--- config.mk ---
export PLATFORM = sky130hd
export DESIGN_NAME = regfile_mp
export DESIGN_NICKNAME = d
export VERILOG_FILES = /design/src/rtl/regfile_pkg.sv /design/src/rtl/regfile_scoreboard.sv /design/src/rtl/regfile_mp.sv
export SDC_FILE = /design/constraint.sdc
export NUM_CORES = 2
export LEC_CHECK = 0
export CAP_MARGIN = 30
export CORE_MARGIN = 2
export CORE_UTILIZATION = 35
export DETAILED_ROUTE_END_ITERATION = 8
export SKIP_CTS_REPAIR_TIMING = 1
export SLEW_MARGIN = 20
export SYNTH_ARGS = -nofsm -noshare
export SYNTH_HDL_FRONTEND = slang
export SYNTH_SLANG_ARGS = --single-unit
--- constraint.sdc ---
create_clock -name clk -period 2.6 [get_ports clk]
set_input_delay 0.39 -clock clk [delete_from_list [all_inputs] [get_ports clk]]
set_output_delay 0.39 -clock clk [all_outputs]
set_load 0.05 [all_outputs]
--- src/rtl/regfile_pkg.sv ---
`default_nettype none
// ============================================================================
// Module      : regfile_pkg
// Description : Shared constants and types for the multi-port register file.
//               Holds the default width/depth and the register-address and
//               data-word typedefs at default sizing.
// Revision    : 1.0 - initial release
// ============================================================================
package regfile_pkg;

    localparam int DEF_BITSIZE = 32;
    localparam int DEF_REGS    = 32;
    localparam int DEF_AW      = $clog2(DEF_REGS);

    typedef logic [DEF_AW-1:0]      reg_addr_t;
    typedef logic [DEF_BITSIZE-1:0] data_word_t;

endpackage : regfile_pkg
`default_nettype wire

--- src/rtl/regfile_scoreboard.sv ---
`default_nettype none
// ============================================================================
// Module      : regfile_scoreboard
// Description : Per-register busy bits for hazard detection.
//               Per-cycle priority: flush clears everything (reserve ignored),
//               otherwise a reserve sets its bit and enabled writes clear
//               theirs; a reserve wins over a write on the same register.
//               Register 0 is never marked busy.
// Ports       : clk, rstn_i      - clock, async active-low reset
//               rsv_i/rsv_addr_i - reserve request and target register
//               flush_i          - clear all busy bits
//               we_i/waddr_i     - write-port enables and flat addresses
//               busy_o           - busy vector, one bit per register
// Revision    : 1.0 - initial release
// ============================================================================
module regfile_scoreboard #(
    parameter  int REGS     = 32,
    parameter  int NR_WRITE = 2,
    localparam int AW       = $clog2(REGS)
) (
    input  logic                   clk,
    input  logic                   rstn_i,
    input  logic                   rsv_i,
    input  logic [AW-1:0]          rsv_addr_i,
    input  logic                   flush_i,
    input  logic [NR_WRITE-1:0]    we_i,
    input  logic [NR_WRITE*AW-1:0] waddr_i,
    output logic [REGS-1:0]        busy_o
);

    logic [REGS-1:0] r_busy;
    logic [REGS-1:0] w_busy_nxt;

    always_comb begin
        w_busy_nxt = r_busy;
        for (int i = 0; i < REGS; i++) begin
            // Clear first so a same-cycle reserve overrides the retiring write.
            for (int k = 0; k < NR_WRITE; k++) begin
                if (we_i[k] && (waddr_i[k*AW +: AW] == AW'(i))) begin
                    w_busy_nxt[i] = 1'b0;
                end
            end
            if (rsv_i && (rsv_addr_i == AW'(i))) begin
                w_busy_nxt[i] = 1'b1;
            end
        end
        if (flush_i) begin
            w_busy_nxt = '0;
        end
        w_busy_nxt[0] = 1'b0;
    end

    always_ff @(posedge clk or negedge rstn_i) begin
        if (!rstn_i) begin
            r_busy <= '0;
        end else begin
            r_busy <= w_busy_nxt;
        end
    end

    assign busy_o = r_busy;

endmodule : regfile_scoreboard
`default_nettype wire

--- src/rtl/regfile_mp.sv ---
`default_nettype none
// ============================================================================
// Module      : regfile_mp
// Description : Parametrised multi-port register file with a busy scoreboard.
//               Clocked writes (highest write port wins on address clash),
//               combinational reads, register 0 hardwired to zero.
//               Optional feature macro: REGFILE_BYPASS_EN - forwards
//               same-cycle write data (and busy state) onto matching reads.
// Ports       : clk, rstn_i             - clock, async active-low reset
//               raddr_i/rdata_o/rbusy_o - NR_READ flat read ports
//               we_i/waddr_i/wdata_i    - NR_WRITE flat write ports
//               rsv_i/rsv_addr_i        - reserve a register (mark busy)
//               flush_i                 - clear all busy bits
// Revision    : 1.0 - initial release
// ============================================================================
module regfile_mp
    import regfile_pkg::*;
#(
    parameter  int BITSIZE  = DEF_BITSIZE,
    parameter  int REGS     = DEF_REGS,
    parameter  int NR_READ  = 2,
    parameter  int NR_WRITE = 2,
    localparam int AW       = $clog2(REGS)
) (
    input  logic                        clk,
    input  logic                        rstn_i,
    input  logic [NR_READ*AW-1:0]       raddr_i,
    output logic [NR_READ*BITSIZE-1:0]  rdata_o,
    output logic [NR_READ-1:0]          rbusy_o,
    input  logic [NR_WRITE-1:0]         we_i,
    input  logic [NR_WRITE*AW-1:0]      waddr_i,
    input  logic [NR_WRITE*BITSIZE-1:0] wdata_i,
    input  logic                        rsv_i,
    input  logic [AW-1:0]               rsv_addr_i,
    input  logic                        flush_i
);

    logic [BITSIZE-1:0] r_mem [REGS];
    logic [REGS-1:0]    w_we;
    logic [BITSIZE-1:0] w_wd  [REGS];
    logic [REGS-1:0]    w_busy;

    // Per-register write select; ascending port scan lets the highest
    // matching port overwrite lower ones. Register 0 is never enabled.
    always_comb begin
        for (int i = 0; i < REGS; i++) begin
            w_we[i] = 1'b0;
            w_wd[i] = '0;
            for (int k = 0; k < NR_WRITE; k++) begin
                if (we_i[k] && (i != 0) && (waddr_i[k*AW +: AW] == AW'(i))) begin
                    w_we[i] = 1'b1;
                    w_wd[i] = wdata_i[k*BITSIZE +: BITSIZE];
                end
            end
        end
    end

    always_ff @(posedge clk or negedge rstn_i) begin
        if (!rstn_i) begin
            for (int i = 0; i < REGS; i++) begin
                r_mem[i] <= '0;
            end
        end else begin
            for (int i = 0; i < REGS; i++) begin
                if (w_we[i]) begin
                    r_mem[i] <= w_wd[i];
                end
            end
        end
    end

    regfile_scoreboard #(
        .REGS     (REGS),
        .NR_WRITE (NR_WRITE)
    ) u_scoreboard (
        .clk        (clk),
        .rstn_i     (rstn_i),
        .rsv_i      (rsv_i),
        .rsv_addr_i (rsv_addr_i),
        .flush_i    (flush_i),
        .we_i       (we_i),
        .waddr_i    (waddr_i),
        .busy_o     (w_busy)
    );

    for (genvar j = 0; j < NR_READ; j++) begin : g_rd
        logic [AW-1:0]      w_ra;
        logic [BITSIZE-1:0] w_rd;
        logic               w_rb;

        assign w_ra = raddr_i[j*AW +: AW];

        always_comb begin
            w_rd = r_mem[w_ra];
            w_rb = w_busy[w_ra];
`ifdef REGFILE_BYPASS_EN
            // Forward in-flight write data; a matching write retires the
            // producer unless a new reservation lands on the same register.
            for (int k = 0; k < NR_WRITE; k++) begin
                if (we_i[k] && (waddr_i[k*AW +: AW] == w_ra)) begin
                    w_rd = wdata_i[k*BITSIZE +: BITSIZE];
                    w_rb = rsv_i && !flush_i && (rsv_addr_i == w_ra);
                end
            end
`endif
            // Address 0 and an asserted reset both force a quiet read.
            if ((w_ra == '0) || !rstn_i) begin
                w_rd = '0;
                w_rb = 1'b0;
            end
        end

        assign rdata_o[j*BITSIZE +: BITSIZE] = w_rd;
        assign rbusy_o[j]                    = w_rb;
    end

endmodule : regfile_mp
`default_nettype wire

==> out/results.ini <==
[timing]
finalCritPeriodShare_pct = 116
fin_ws_ns = -0.416
rsz0062_at_grt = yes
slew_headroom_pct = 30.8
max_freq_ghz = 0.332
worst_slew_pin_slew_ns = 1.04
skew_ns = 0
slew_viol_final = 0
final-hold-violation-count = 0
final-setup-viol-count = 66
fin_crit_ns = 3.02

[cells_and_area]
design_area_um2 = 81600
final_common_cell = mux2i_1
nets = 6760
post-route-util_pct = 44.0
layout-drive-gt1-share_pct = 25.5
most-common-layout-cells = 1360 x mux2i_1, 1023 x dfrtp_1, 604 x nor2_1
syn2layout_area_growth_pct = 24.9
filler_cell_count = 17267

[synthesis]
yosysSeqAreaShare_pct = 39.2
yosys_warnings = 0
synthDistinctLibCells = 57
ys_seq_elements = 1023
yosys.area_share.simple_pct = 8.70
synth_top_family_by_area = multiplexers
async_flop_share_pct = 100
synthMuxAreaShare_pct = 33.8
synthAdderAreaFrac_pct = 0
syn_nets = 6447
synth_xor_area_share_pct = 0
synth.avg_cell_area_um2 = 10.3
syn-instance-count = 6352
synth_ff_type = dfrtp_1
synth_compound_area_share_pct = 12.6
synth_area_um2 = 65300
synth_edf_count = 0

[worst_setup_path]
reg2reg_slack_ns = 1.56
crit_fanout = 3
crit_type = flop to primary output
crit_path_end_kind = primary output
required_ns = 2.21
r2r_end = r_mem[562]
arrival_ns = 2.63
cp-start-kind = flop
ff2ff_path_depth = 4
r2r_start = r_mem[562]

[worst_hold_path]
hp-class = primary input to async pin

[clock_tree]
clock_latency_ns = 0.74
h-tree-depth = 3
cts.reportedPaths.clkPinSlew_ns = 0.07
clockBufferDepth = 3
cts_tree = yes
clock_sinks = 1023
cts_root_buf = clkbuf_16
cts-buffers-inserted = 112

[die]
rows = 158
start_util_pct = 35.2
die_h_um = 436
io-pin-count = 161
dieArea_um2 = 190000
core_area_um2 = 185000
fp.dieW_um = 436

[placement]
hpwl_um = 191000
portBuffers = 160
gp_congestion = 0.993
place_area_um2 = 76400

[outcome]
status = finished with violations
violations = setup timing

[global_routing]
grt.total_usage_pct = 29.0
grt_pass1_wl_um = 404000
grt_max_degree = 171
grt-ovfl-total = 0
antenna_found_initial = 6
grt_pass1_vias = 54556

[job]
cap_viol_max_count = 0

[routing]
route.detailed.drc = 0
vias_per_cell = 6.07
drt-total-wl_um = 285000
drt_iter0_drc = 7302
firstDrtPassIters = 6
drtAntennaViolNets = 0
wl_per_cell_um = 30.9
via_count = 56101

[power]
ir_drop_uv = 581
p_leak_nw = 35.3
p_per_area_nw_per_um2 = 717

layer usage:
| metal | GRT usage [%] | wire, um |
|---|---|---|
| met1 | 37.8 | 112000 |
| met2 | 44.2 | 127000 |
| met3 | 5.21 | 25100 |
| met4 | 19.3 | 21800 |
| met5 | 0 | 17 |
state kept, by name, summed over array words and instances, names as in the netlist:
register / flops
r_mem: 992
u_scoreboard.busy_o: 31
cell type report:
| type | instances | area (um^2) | area share, % |
|---|---|---|---|
| sequential | 1023 | 25600 | 31.4 |
| clock inverter | 45 | 614 | 0.753 |
| tap | 2480 | 3100 | 3.80 |
| clock buffer | 161 | 3290 | 4.03 |
| antenna | 4 | 10.0 | 0.0123 |
| timing repair buffer | 931 | 10900 | 13.3 |
| inverter | 11 | 41.3 | 0.0506 |
| multi-input combinational | 4586 | 38100 | 46.7 |
kinds of logic (layout without fill, tap and decap cells):
family	Yosys count	count (layout)
buffers and inverters	743	1148
multiplexers	1796	1796
flip-flops	1023	1023
other	0	4
AO/OA/AOI/OAI	1429	1429
AND/OR/NAND/NOR	1361	1361
Yosys cell counts (34+ instances only):
cell type | n | area share (%)
a221oi_1 | 73 | 0.98
o21ai_0 | 307 | 2.4
a22oi_1 | 59 | 0.68
buf_2 | 86 | 0.66
mux4_2 | 317 | 11
dfrtp_1 | 1023 | 39
nand2_1 | 583 | 3.3
buf_6 | 55 | 0.95
a21oi_1 | 590 | 4.5
mux2i_1 | 1380 | 21
nor3_1 | 34 | 0.26
clkbuf_1 | 455 | 2.6
mux2_2 | 99 | 1.7
o22ai_1 | 37 | 0.35
nor2_1 | 617 | 3.5
o21ai_1 | 212 | 1.6
buf_4 | 113 | 1.3
worst max-delay path by stage:
stage,startpoint,to,slack [ns],cells after the start
finish,r_mem[851],rdata_o[51],-0.42,6
global route,r_mem[671],rdata_o[31],-0.45,7
CTS,u_scoreboard.busy_o[2],rbusy_o[1],-0.70,6
detailed placement,raddr_i[9],rbusy_o[1],-0.57,8
global placement,raddr_i[9],rbusy_o[1],-0.57,8
floorplan,raddr_i[5],rdata_o[62],-0.31,6
stage by stage:
stage | hold WS [ns] | setup WS [ns] | total power, mW | setup TNS, ns | std cells
2_1_floorplan | 0.0944 | -0.313 | 33.4 | -0.439 | 6352
3_3_place_gp | 0.532 | -0.570 | 39.5 | -17.77 | 8997
3_5_place_dp | 0.552 | -0.570 | 40.1 | -17.82 | 8997
4_1_cts | -0.272 | -0.699 | 57.5 | -24.69 | 9203
5_1_grt | 0.295 | -0.455 | 60.7 | -17.54 | 9240
6_report | 0.276 | -0.416 | 58.5 | -16.60 | 9241
power by group:
part           leakage, nW  switching, mW  internal (mW)
combinational         20.9           8.55           8.82
sequential            12.5           3.65           20.1
clock                 1.92           7.33           10.1
total                 35.3           19.5           39.0
worst max-delay path: stages (launching register included):
cell and delay, ns:
dfrtp_1 0.42, mux4_2 0.29, nor2_1 0.06, nor3_2 0.13, a21oi_2 0.06, a2111oi_4 0.59
clkbuf_16 0.29
Power figures use the tool's default switching activity.
